File: src/rtl/icache_pkg.sv
// rtl/icache_pkg.sv - shared constants and FSM state type for the instruction cache
package icache_pkg;
  localparam int ARCH_LEN     = 32;
  localparam int ICACHE_LINES = 4;
  localparam int LINE_WORDS   = 4;

  typedef enum logic [1:0] {
    IDLE      = 2'd0,
    MISS_REQ  = 2'd1,
    MISS_WAIT = 2'd2,
    REFILL    = 2'd3
  } icache_state_t;
endpackage

File: src/rtl/icache_array.sv
// rtl/icache_array.sv - direct-mapped tag/data/valid storage, combinational read, refill write
module icache_array #(
  parameter int LINES  = 4,
  parameter int LINE_W = 128,
  parameter int TAG_W  = 26,
  parameter int IDX_W  = 2
) (
  input  logic              clk,
  input  logic              rst,
  input  logic [IDX_W-1:0]  rd_idx,
  output logic              rd_valid,
  output logic [TAG_W-1:0]  rd_tag,
  output logic [LINE_W-1:0] rd_data,
  input  logic              wr_en,
  input  logic [IDX_W-1:0]  wr_idx,
  input  logic [TAG_W-1:0]  wr_tag,
  input  logic [LINE_W-1:0] wr_data
);
  logic [LINES-1:0]  valid_q, valid_d;
  logic [TAG_W-1:0]  tag_q  [LINES];
  logic [LINE_W-1:0] data_q [LINES];

  always_comb begin
    valid_d = valid_q;
    if (wr_en) valid_d[wr_idx] = 1'b1;
  end

  always_ff @(posedge clk or posedge rst) begin
    if (rst) valid_q <= '0;
    else     valid_q <= valid_d;
  end

  // Tag and data contents are meaningless until the valid bit is set, so no reset.
  always_ff @(posedge clk) begin
    if (wr_en) begin
      tag_q[wr_idx]  <= wr_tag;
      data_q[wr_idx] <= wr_data;
    end
  end

  assign rd_valid = valid_q[rd_idx];
  assign rd_tag   = tag_q[rd_idx];
  assign rd_data  = data_q[rd_idx];
endmodule

File: src/rtl/icache.sv
// rtl/icache.sv - read-only direct-mapped instruction cache with zero-cycle hits and blocking line refill
module icache
  import icache_pkg::*;
#(
  parameter int ICACHE_LINES = icache_pkg::ICACHE_LINES,
  parameter int LINE_WORDS   = icache_pkg::LINE_WORDS
) (
  input  logic                     clk,
  input  logic                     rst,
  input  logic                     req_valid,
  input  logic [ARCH_LEN-1:0]      req_addr,
  output logic                     resp_valid,
  output logic [31:0]              resp_inst,
  output logic                     stall_out,
  output logic                     mem_req_valid,
  input  logic                     mem_req_ready,
  output logic [ARCH_LEN-1:0]      mem_req_addr,
  input  logic                     mem_resp_valid,
  input  logic [32*LINE_WORDS-1:0] mem_resp_data
);
  localparam int WSEL_W = $clog2(LINE_WORDS);
  localparam int OFF_W  = WSEL_W + 2;
  localparam int IDX_W  = $clog2(ICACHE_LINES);
  localparam int TAG_W  = ARCH_LEN - OFF_W - IDX_W;
  localparam int LINE_W = 32 * LINE_WORDS;

  icache_state_t       state_q, state_d;
  logic [ARCH_LEN-1:0] miss_addr_q, miss_addr_d;

  logic [IDX_W-1:0]  req_idx, miss_idx;
  logic [TAG_W-1:0]  req_tag, miss_tag;
  logic [WSEL_W-1:0] req_word;
  logic              rd_valid, hit, refill_we;
  logic [TAG_W-1:0]  rd_tag;
  logic [LINE_W-1:0] rd_data;
  logic              unused_addr_bits;

  assign req_idx  = req_addr[OFF_W +: IDX_W];
  assign req_tag  = req_addr[ARCH_LEN-1 -: TAG_W];
  assign req_word = req_addr[2 +: WSEL_W];
  assign miss_idx = miss_addr_q[OFF_W +: IDX_W];
  assign miss_tag = miss_addr_q[ARCH_LEN-1 -: TAG_W];
  assign unused_addr_bits = ^{req_addr[1:0], miss_addr_q[OFF_W-1:0]};

  // Outputs are gated with rst so an asserted reset forces them quiet even while req_valid is high.
  assign hit       = !rst && (state_q == IDLE) && req_valid && rd_valid && (rd_tag == req_tag);
  assign refill_we = (state_q == MISS_WAIT) && mem_resp_valid;

  icache_array #(
    .LINES (ICACHE_LINES),
    .LINE_W(LINE_W),
    .TAG_W (TAG_W),
    .IDX_W (IDX_W)
  ) u_array (
    .clk     (clk),
    .rst     (rst),
    .rd_idx  (req_idx),
    .rd_valid(rd_valid),
    .rd_tag  (rd_tag),
    .rd_data (rd_data),
    .wr_en   (refill_we),
    .wr_idx  (miss_idx),
    .wr_tag  (miss_tag),
    .wr_data (mem_resp_data)
  );

  always_ff @(posedge clk or posedge rst) begin
    if (rst) begin
      state_q     <= IDLE;
      miss_addr_q <= '0;
    end else begin
      state_q     <= state_d;
      miss_addr_q <= miss_addr_d;
    end
  end

  always_comb begin
    state_d     = state_q;
    miss_addr_d = miss_addr_q;
    case (state_q)
      IDLE: begin
        if (req_valid && !hit) begin
          state_d     = MISS_REQ;
          miss_addr_d = req_addr;
        end
      end
      MISS_REQ:  if (mem_req_ready)  state_d = MISS_WAIT;
      MISS_WAIT: if (mem_resp_valid) state_d = REFILL;
      REFILL:    state_d = IDLE;
      default:   state_d = IDLE;
    endcase
  end

  always_comb begin
    resp_valid    = hit;
    resp_inst     = hit ? rd_data[{req_word, 5'b0} +: 32] : 32'd0;
    stall_out     = !rst && ((state_q != IDLE) || (req_valid && !hit));
    mem_req_valid = !rst && (state_q == MISS_REQ);
    mem_req_addr  = {miss_addr_q[ARCH_LEN-1:OFF_W], {OFF_W{1'b0}}};
  end
endmodule

File: config.mk
export PLATFORM = sky130hd
export DESIGN_NAME = icache
export DESIGN_NICKNAME = d
export VERILOG_FILES = /design/src/rtl/icache_pkg.sv /design/src/rtl/icache_array.sv /design/src/rtl/icache.sv
export SDC_FILE = /design/constraint.sdc
export NUM_CORES = 1
export LEC_CHECK = 0
export CORE_MARGIN = 4
export CORE_UTILIZATION = 62
export DETAILED_ROUTE_END_ITERATION = 16
export GPL_TIMING_DRIVEN = 0
export PLACE_DENSITY = 0.85
export SYNTH_ARGS = -nofsm -noshare
export SYNTH_HDL_FRONTEND = slang
export SYNTH_SLANG_ARGS = --single-unit
export TNS_END_PERCENT = 50
File: constraint.sdc
create_clock -name clk -period 23.7 [get_ports clk]
set_input_delay 2.37 -clock clk [delete_from_list [all_inputs] [get_ports clk]]
set_output_delay 2.37 -clock clk [all_outputs]
set_load 0.03 [all_outputs]
==> flow_summary.ini <==
[sta]
finalCriticalPeriod_ps = 9250
finalSetupTns_ps = 0
worst_slack_ps = 14450
setup_viol = 0
skew_ps = 21.8
fin_hold_ws_ps = 491
slew_viol_final = 0
grt_setup_unrepaired = no
relSlewSlack = 0.230
fmax_mhz = 108
tightest_slew_ps = 1160
fin_crit_sh = 0.390
finalHoldViolCount = 0

[logic_synthesis]
synthDistinctLibCells = 50
ys_seq_area_frac = 0.762
synth_area_per_cell_sq_um = 23.3
synth-seq-cells = 650
ys.flop_type = edfxtp_1
synthMuxAreaShare = 0.185
synth_most_common_cell = edfxtp_1
synth_top_area_cell = edfxtp_1
synth-adder-area-share = 0.00197
async_flop_share = 0.0523
synth_compound_area_frac = 0.0121
synthTopCellsByArea = edfxtp_1 73%, mux4_2 15%, dfrtp_1 3.4%
yosys_warnings = 0
synthTopCellsByCount = 616 x edfxtp_1, 168 x mux4_2, 35 x nor2b_1, 34 x dfrtp_1, 29 x mux2i_1
synth_edf_count = 616
netlist.area_leader.share = 0.728
syn_area_sq_mm = 0.0254
syn_inst = 1091
synth-xor-area-share = 0.00552
synth_top_family_by_area = multiplexers
synth-simple-area-share = 0.0195

[global_route]
gr-usage-all-layers = 0.274
grt_pass1_vias = 13700
grt_start_max_net_pins = 48
grt_overflow = 0
grt_antenna_before_repair = 14
grt_pass1_wl_mm = 89.0

[layout]
area_growth_pct = 22.1
nets = 1604
drive_gt1_frac = 0.256
finish.instance_area_sq_mm = 0.0310

[critical_path]
cpPeakStageDelay_ps = 640
crit_path_max_fanout = 10
critical_path.top_delay_family = buffers and inverters
start_kind = input pin
arrival_ps = 6880
required_ps = 21330
cpMaxStageDelayCell = clkbuf_1
cp-end-kind = primary output
critPathBufInv = 7
crit_chain = clkdlybuf4s50_1, buf_6, buf_4, buf_2, clkbuf_1, buf_2, mux4_2, mux4_2, nor2b_1, clkdlybuf4s50_1
criticalPathCategory = input pin to primary output

[clock_network]
clockBufferDepth = 3
path_clk_slew_ps = 60
cts_resized = 0
postCtsSetupBuffers = 0
cts_hold_buf = 0
insertion_delay_ps = 620
htreeDepth = 2
cts.sink_count = 650
cts_tree = done
root_buffer = clkbuf_16
cts_inserted_buffers = 61

[route]
drc = 0
met3_length_mm = 5.60
vias_per_cell = 6.43
vias = 13000
final_antenna_net_count = 0
wl_met2_mm = 32.2
wire_per_inst_um = 30.1
first_pass_iters = 5
wl_met1_mm = 21.2
wirelength_mm = 60.7
drt-initial-drc-count = 1713
top_layer_used = met5

[floorplanning]
die_area_sq_mm = 0.0443
io_pins = 232
rows = 73
die_x_um = 210
die_h_um = 210
start_util = 0.633
core_sq_mm = 0.0401

[worst_hold_path]
hold_path.class = flop to flop

[pwr]
p_seq_frac = 0.512
p_int_mw = 2.24
p_comb_frac = 0.164
irDropWorstVdd_uv = 72.2
clkPwrFrac = 0.324
power_density_mw_per_mm2 = 96.3
netSwitchingFraction = 0.248
p_leak_nw = 10.2
p_total_mw = 2.99
p_switching_uw = 741

[place]
dp_slack_ps = 14500
gp_congestion = 0.829
port_buffers = 223
post_dp_cell_area_sq_mm = 0.0290
dp_hpwl_mm = 38.9

[run]
max-cap-violations = 0

[outcome]
status = completed
[per-layer routing]
| layer | vias to the layer above | GRT usage |
|---|---|---|
| li1 | 5324 | - |
| met1 | 6747 | 0.352 |
| met2 | 774 | 0.468 |
| met3 | 124 | 0.0711 |
| met4 | 14 | 0.0888 |
| met5 | - | 0 |
[worst paths after layout]
| kind | from | to | slack (ps) | cells after the start |
|---|---|---|---|---|
| setup / recovery | req_addr[4] | resp_inst[21] | 14450 | 10 |
| hold / removal | u_array.valid_q[0] | u_array.valid_q[0] | 490 | 1 |
| setup reg to reg | state_q[0] | u_array.data_q[2][41] | 20350 | 11 |
| hold reg to reg | u_array.valid_q[0] | u_array.valid_q[0] | 490 | 1 |
| max in group asynchronous | rst | miss_addr_q[12] | 20810 | 2 |
| min in group asynchronous | rst | miss_addr_q[25] | 2330 | 2 |
[state kept, by name, indices dropped and copies added, names as in the netlist]
signal and count:
state_q 2, u_array.valid_q 4, u_array.data_q 512, u_array.tag_q 104, miss_addr_q 28
[final cells by class]
class                           instances  area, sq um
Multi-Input combinational cell        381         5710
Sequential cell                       650        19300
Fill cell                            1989         9090
Buffer                                 53          324
Clock inverter                         35          353
Timing Repair Buffer                  278         2920
Tap cell                              525          657
Antenna cell                            7         17.5
Inverter                               10         37.5
Clock buffer                           79         1640
[cell usage in the layout (no fill, tap or decap), types with 9 or more instances in the layout]
master           instances
clkinv_2                13
clkbuf_1                36
nand2_1                 13
mux2i_1                 29
edfxtp_1               616
buf_2                   11
clkbuf_16               62
buf_6                   50
buf_4                   10
nor2b_1                 35
mux2_4                  20
clkdlybuf4s50_1        223
dfrtp_1                 34
xnor2_1                 14
clkinv_1                12
inv_1                    9
mux4_2                 168
mux2_2                   9
[logic make-up after synthesis]
group | after synthesis
adder cells (fa/ha/maj) | 4
flip-flops | 650
buffers and inverters | 63
AO/OA/AOI/OAI | 39
AND/OR/NAND/NOR | 84
multiplexers | 234
XOR/XNOR | 16
other | 1
[through the flow]
| step | util | std cells |
|---|---|---|
| 6_report | 0.773 | 2018 |
| 5_1_grt | 0.773 | 2016 |
| 3_5_place_dp | 0.723 | 1897 |
| 3_3_place_gp | 0.706 | 1842 |
| 2_1_floorplan | - | 1094 |
| 4_1_cts | 0.773 | 2011 |
[power by group through the flow]
stage | Clock [mW] | Combinational (mW) | Sequential, mW
after global routing | 1.03 | 0.515 | 1.54
after floorplan | 0 | 0.227 | 1.61
after CTS | 0.980 | 0.492 | 1.53
final | 0.967 | 0.490 | 1.53
after global placement | 0 | 0.433 | 1.61
after detailed placement | 0 | 0.486 | 1.55
[worst register-to-register path, delay by kind of cell, from the launching register on]
kind	cells	cell delay (ps)
buf+inv	8	1400
simple gates	2	1010
flops	1	400
fa+ha+maj	1	260
No activity file was read; power rests on OpenSTA's default activity.
